### config.mk
export PLATFORM = sky130hd
export DESIGN_NAME = trap_controller
export DESIGN_NICKNAME = d
export VERILOG_FILES = /design/src/rtl/trap_controller.sv
export SDC_FILE = /design/constraint.sdc
export NUM_CORES = 1
export LEC_CHECK = 0
export BUFFER_PORTS_ARGS = -buffer_cell sky130_fd_sc_hd__buf_4
export CORE_AREA = 2 2 121 123
export CTS_BUF_LIST = sky130_fd_sc_hd__clkbuf_8
export CTS_CLUSTER_SIZE = 12
export DETAILED_ROUTE_END_ITERATION = 6
export DIE_AREA = 0 0 123 125
export GPL_TIMING_DRIVEN = 0
export PLACE_DENSITY_LB_ADDON = 0.25
export SYNTH_ARGS = -nofsm -noshare
export SYNTH_HDL_FRONTEND = slang
export SYNTH_SLANG_ARGS = --single-unit
### constraint.sdc
create_clock -name clk -period 4.8 [get_ports clk]
set_input_delay 0.72 -clock clk [delete_from_list [all_inputs] [get_ports clk]]
set_output_delay 0.72 -clock clk [all_outputs]
set_load 0.1 [all_outputs]
### src/rtl/trap_controller.sv
// Exception sequencer: picks the oldest pending exception, latches the machine
// trap CSRs, flushes the pipeline and redirects fetch to the handler or back on mret.
module trap_controller #(
    parameter int unsigned XLEN          = 32,
    parameter int unsigned RETURN_OFFSET = 4
) (
    input  logic            clk,
    input  logic            rst_n,
    input  logic            if_misaligned,
    input  logic [XLEN-1:0] if_pc,
    input  logic            id_illegal,
    input  logic            id_ebreak,
    input  logic [XLEN-1:0] id_pc,
    input  logic [XLEN-1:0] id_instr,
    input  logic            mem_load_misaligned,
    input  logic [XLEN-1:0] mem_pc,
    input  logic [XLEN-1:0] mem_addr,
    input  logic            mret_req,
    input  logic [XLEN-1:0] handler_address,
    output logic [3:0]      cause,
    output logic            flush_if,
    output logic            flush_id,
    output logic            flush_ex,
    output logic            flush_mem,
    output logic            pc_redirect,
    output logic [XLEN-1:0] redirect_pc,
    output logic [XLEN-1:0] mepc,
    output logic [3:0]      mcause,
    output logic [XLEN-1:0] mtval,
    output logic            in_trap,
    output logic            double_fault
);

    localparam logic [3:0] CAUSE_INSTR_MISALIGNED = 4'd0;
    localparam logic [3:0] CAUSE_ILLEGAL          = 4'd1;
    localparam logic [3:0] CAUSE_BREAKPOINT       = 4'd2;
    localparam logic [3:0] CAUSE_LOAD_MISALIGNED  = 4'd3;
    localparam logic [3:0] CAUSE_DEFAULT          = 4'hF;

    typedef enum logic [2:0] {
        ST_IDLE,
        ST_FLUSH,
        ST_REDIRECT,
        ST_HANDLER,
        ST_RETURN
    } state_t;

    state_t          state, state_next;
    logic            any_exc;
    logic [3:0]      exc_cause;
    logic [XLEN-1:0] exc_pc;
    logic [XLEN-1:0] exc_tval;
    logic            flush_front_next;
    logic            flush_back_next;
    logic            pc_redirect_next;
    logic [XLEN-1:0] redirect_pc_next;

    assign any_exc = if_misaligned | id_illegal | id_ebreak | mem_load_misaligned;

    // Oldest stage wins; younger requests are discarded because those stages get flushed.
    always_comb begin
        exc_cause = CAUSE_INSTR_MISALIGNED;
        exc_pc    = if_pc;
        exc_tval  = if_pc;
        if (mem_load_misaligned) begin
            exc_cause = CAUSE_LOAD_MISALIGNED;
            exc_pc    = mem_pc;
            exc_tval  = mem_addr;
        end else if (id_illegal) begin
            exc_cause = CAUSE_ILLEGAL;
            exc_pc    = id_pc;
            exc_tval  = id_instr;
        end else if (id_ebreak) begin
            exc_cause = CAUSE_BREAKPOINT;
            exc_pc    = id_pc;
            exc_tval  = '0;
        end
    end

    // Next state plus next values of the registered control outputs.
    always_comb begin
        state_next       = state;
        flush_front_next = 1'b0;
        flush_back_next  = 1'b0;
        pc_redirect_next = 1'b0;
        redirect_pc_next = '0;
        case (state)
            ST_IDLE: begin
                if (any_exc) begin
                    state_next       = ST_FLUSH;
                    flush_front_next = 1'b1;
                    flush_back_next  = 1'b1;
                end
            end
            ST_FLUSH: begin
                // cause has been stable for a cycle, so the lookup result is valid here
                state_next       = ST_REDIRECT;
                flush_front_next = 1'b1;
                pc_redirect_next = 1'b1;
                redirect_pc_next = handler_address;
            end
            ST_REDIRECT: begin
                state_next = ST_HANDLER;
            end
            ST_HANDLER: begin
                if (mret_req) begin
                    state_next       = ST_RETURN;
                    flush_front_next = 1'b1;
                    pc_redirect_next = 1'b1;
                    redirect_pc_next = mepc + XLEN'(RETURN_OFFSET);
                end
            end
            ST_RETURN: begin
                state_next = ST_IDLE;
            end
            default: begin
                state_next = ST_IDLE;
            end
        endcase
    end

    always_ff @(posedge clk or negedge rst_n) begin
        if (!rst_n) begin
            state        <= ST_IDLE;
            cause        <= CAUSE_DEFAULT;
            mcause       <= '0;
            mepc         <= '0;
            mtval        <= '0;
            flush_if     <= 1'b0;
            flush_id     <= 1'b0;
            flush_ex     <= 1'b0;
            flush_mem    <= 1'b0;
            pc_redirect  <= 1'b0;
            redirect_pc  <= '0;
            in_trap      <= 1'b0;
            double_fault <= 1'b0;
        end else begin
            state       <= state_next;
            flush_if    <= flush_front_next;
            flush_id    <= flush_front_next;
            flush_ex    <= flush_back_next;
            flush_mem   <= flush_back_next;
            pc_redirect <= pc_redirect_next;
            redirect_pc <= redirect_pc_next;
            in_trap     <= (state_next != ST_IDLE);
            if (state == ST_IDLE && any_exc) begin
                cause  <= exc_cause;
                mcause <= exc_cause;
                mepc   <= exc_pc;
                mtval  <= exc_tval;
            end
            // Nested exceptions are only recorded, never serviced
            if (state == ST_HANDLER && any_exc) begin
                double_fault <= 1'b1;
            end
        end
    end

endmodule

Word-level counts from Yosys, hierarchy flattened --
Cells that the tools add are included.
Storage, ports and cells: register bits 112, input bits 199, output and inout bits 111, logic and storage cells 41
Operators by class: add/subtract/negate cells 1, eq/ne operators 3, mux-type cells 19, bitwise operators 3, reduce and logical (&&, ||, !) cells 4
Operator list (count):
- $mux 32 | 7
- $pmux 32 s2 | 1
- $add 32x3->32 const B | 1
- $pmux 3 s4 | 1
- $eq 3x2->1 const B | 2
- $mux 3 | 2
- $mux 2 | 2
- $mux 4 | 1
- $eq 3x1->1 const B | 1
- $logic_not 3->1 | 1
- $mux 1 | 3
- $or 1x1->1 | 3
- $pmux 1 s3 | 1
- $reduce_bool 3->1 | 1
- $logic_and 1x1->1 | 2
- $pmux 1 s2 | 1

Depth between registers and ports, before layout --
depth in word-level cells 6, depth in mapped cells 8, mapped depth without buffers 5

Worst setup path after synthesis --
OpenSTA, ideal clock, no wires.
path type flip-flop to flip-flop, start register mepc[4], end register redirect_pc[21], setup time 0.072 ns, data arrival time 2.500 ns, required time 4.728 ns, slack 2.228 ns, cell stages (with the launch flop) 6, path buffers 1, period minus slack after synthesis 2.572 ns, cell sequence dfrtp_1 nand3_2 or4_4 buf_6 or4_1 nand3_1
Between the ends: cells in the longest elaborated chain, start to end 3
RTL lines:
- from (decl) | RTL line 27 | output logic [XLEN-1:0] mepc,
- from (signal assigned) | RTL line 149 | mepc <= exc_pc;
- $add 32x3->32 | RTL line 110 | redirect_pc_next = mepc + XLEN'(RETURN_OFFSET);
- $mux 32 | RTL line 106 | if (mret_req) begin
- $pmux 32 s2 | RTL line 87 | case (state)
- via redirect_pc_next[21] | RTL line 56 | logic [XLEN-1:0] redirect_pc_next;
- to (signal assigned) | RTL line 144 | redirect_pc <= redirect_pc_next;
- to (decl) | RTL line 26 | output logic [XLEN-1:0] redirect_pc,
The timed path passes the listed nets, and every way through them passes these cells. A chain may end at the register's enable or synchronous reset.

Worst setup path in the final report --
start input port id_illegal, end register mtval[30]
Between the ends: cells in the longest elaborated chain, start to end 4, elaborated cells between the ends (all ways) 6, classes of those cells mux (2); bitwise (3); reduce/logical (1)
RTL lines:
- from (decl) | RTL line 11 | input logic id_illegal,
- $or 1x1->1 (3 in a row) | RTL line 58 | assign any_exc = if_misaligned | id_illegal | id_ebreak | mem_load_misaligned;
- $logic_and 1x1->1 | RTL line 146 | if (state == ST_IDLE && any_exc) begin
- to (signal assigned) | RTL line 150 | mtval <= exc_tval;
- to (decl) | RTL line 29 | output logic [XLEN-1:0] mtval,
Several ways; a longest one is shown, not always the timed one.

==> metrics.md <==
| Metric | Value |
|---|---|
| Yosys warns | `0` |
| Die W | `123 um` |
| Antenna violations before repair | `0` |
| Dpl hpwl | `17.2 mm` |
| Core Util, Final | `between 60% and 70%` |
| Critical path launch point | `id_illegal` |
| Wirelength per Cell | `19.8 um` |
| Max-slew violation count | `0` |
| Max-capacitance violation count | `0` |
| Avg Cell Area, Syn | `between 9 and 10 sq um` |
| Flop-to-flop setup slack | `around 2.6 ns` |
| Reg2reg path depth | `6` |
| Antenna diodes | `0` |
| R2r endpoint | `redirect_pc[20]$_DFF_PN0_` |
| TNS Setup | `0 ns` |
| Postcts setup bufs | `0` |
| # IOs | `310` |
| Most common cell after layout, fill and taps aside | `buf_4` |
| DRT Pass-1 Iters | `5` |
| Minimum clock period | `~2.4 ns` |
| Clk buf depth | `2` |
| CTS tree | `done` |
| Core area | `14200 sq um` |
| Worst-margin pin slew | `0.779 ns` |
| Reg-to-Reg Start | `mepc[2]$_DFFE_PN0P_` |
| Worst skew pair latency | `approximately 0.4 ns` |
| Crit path capture type | `flop` |
| CP required | `5.11 ns` |
| Clock sinks | `109` |
| Initial Util | `roughly 42%` |
| Post-synth ARST share | `100%` |
| Synth Flop Type | `dfrtp_1` |
| CTS resizes | `0` |
| Area delta synth->final | `46.8%` |
| Sequential-to-total area share from yosys stat | `a little under half` |
| Post-synth EDFFs | `0` |
| Grt total ovfl | `0` |
| Distinct cell type count after synthesis | `46` |
| First-pass GRT wire length | `between 30 and 40 mm` |
| Worst slew margin | `a little under half` |
| GPL Wtd Cong | `~0.87` |
| DRT Wirelength | `around 22 mm` |
| Clock Skew | `between 0.01 and 0.015 ns` |
| DR vias/cell | `between 5 and 6` |
| Commonest cells after routing, fill and taps aside | `310 x buf_4, 107 x nand2_1, 106 x dfrtp_1` |
| Worst Path Arrival | `roughly 2.8 ns` |
| Post-Synthesis Cells | `roughly 610` |
| Final Hold Vio Count | `0` |
| Flops & latches, synth | `~110` |
| Num CTS Buffers | `9` |
| Vias in the first global route | `roughly 6000` |
| Worst Hold Class | `primary input to asynchronous set/reset pin` |
| DR iter-0 viols | `260` |
| Peak Freq | `approximately 0.41 GHz` |
| Final ANT Viol Nets | `0` |
| Fin nets | `1130` |
| Largest net degree at the start of global routing | `110` |
| Die Y | `about 130 um` |
| Mapped Area | `roughly 6000 sq um` |
| Setup-failing EPs final | `0` |
| CTS Hold Buffers Added | `0` |
| Fillers | `1306` |
| Worst Path Max Fanout | `10` |
| Die area | `approximately 15000 sq um` |
| Clk root buf | `clkbuf_8` |
| H-tree depth | `3` |
| IO buf count | `306` |
| GR Util All Layers | `28.5%` |
| Layout cell share with drive strength beyond 1 | `41.0%` |
| Post-route DRC | `0` |
| Vias | `a little over 6000` |
| Unrepaired setup endpoints after global routing | `no` |
| Register clock-pin slew on the reported worst setup and hold paths | `between 0.1 and 0.15 ns` |
| CP Class | `primary input to flop` |
| Row Count | `44` |
| Fin crit share | `between 50 and 60%` |
| Status | `finished, final reports clean` |
| Worst setup SP type | `primary input` |
worst max-delay path, cell delays in order:
cell and delay (ns):
buf_2 0.17, nor4_1 0.70, or4_1 0.20, buf_2 0.19, buf_2 0.33, buf_2 0.29, nand2_1 0.08, o31ai_1 0.07
worst max-delay path by stage:
stage,end,slack (ns),cells past startpoint
floorplan,redirect_pc[21]$_DFF_PN0_,2.23,5
global placement,mtval[22]$_DFFE_PN0P_,1.91,8
detailed placement,mtval[24]$_DFFE_PN0P_,1.88,8
CTS,mtval[24]$_DFFE_PN0P_,2.30,8
global route,mtval[30]$_DFFE_PN0P_,2.24,8
finish,mtval[30]$_DFFE_PN0P_,2.35,8
synthesized netlist by cell type, types with 4 or more instances:
cell	count	area [sq um]
a21oi_1	5	25.0
nand4_1	7	43.8
clkbuf_1	34	128
dfrtp_1	106	2650
or4_1	13	97.6
nor4_1	7	43.8
nand3_1	21	105
nor2b_1	33	206
mux2i_1	32	320
xnor2_1	9	78.8
o21ai_0	45	225
a221oi_1	32	280
o211ai_1	14	105
xor2_1	4	35.0
inv_1	5	18.8
buf_2	10	50.1
buf_4	5	37.5
o31ai_1	33	248
nand2_1	107	402
nor3_1	4	20.0
mux2_2	32	360
nor2_1	18	67.6
cell type report:
cell class | count | area [sq um] | share of cell area (%)
tap | 184 | 230 | 2.66
clock inverter | 5 | 46.3 | 0.535
timing repair buffer | 307 | 2330 | 26.9
inverter | 7 | 26.3 | 0.303
clock buffer | 11 | 151 | 1.75
buffer | 51 | 238 | 2.74
sequential | 109 | 2730 | 31.5
multi-input combinational | 445 | 2910 | 33.6
metrics by stage:
| stage | instances | area (sq um) | hold slack, ns | setup WS (ns) |
|---|---|---|---|---|
| CTS | 1118 | 8630 | 0.489 | 2.30 |
| finish | 1119 | 8660 | 0.161 | 2.35 |
| global placement | 1102 | 8430 | 0.458 | 1.91 |
| global route | 1119 | 8660 | 0.163 | 2.24 |
| detailed placement | 1102 | 8430 | 0.464 | 1.88 |
| floorplan | 612 | 5900 | 0.424 | 2.23 |
kinds of logic after synthesis:
logic type | synth area share (%)
AOI/OAI and AO/OA | 15.8
xor gates and xnor gates | 1.93
adders and majority gates | 0.212
buffers and inverters | 4.47
DFF | 46.3
muxes | 11.5
other | 0.0636
and+or+nand+nor | 19.7
per-layer routing:
| metal | global-route usage [%] | share of wire, % |
|---|---|---|
| met4 | 10.7 | 2.5 |
| met1 | 34.1 | 38 |
| met2 | 48.6 | 50 |
| met3 | 7.85 | 9.6 |
| met5 | 0 | 0 |
sequential cells by signal, summed over array words and instances, names as in the netlist:
register      cells
double_fault      1
flush_mem         1
mepc             32
mtval            32
redirect_pc      32
pc_redirect       1
mcause            2
state             3
flush_id          1
in_trap           1
cause             3
Power is not shown: default switching activity piles up to over one toggle a cycle in this logic, so the estimate is an artifact.
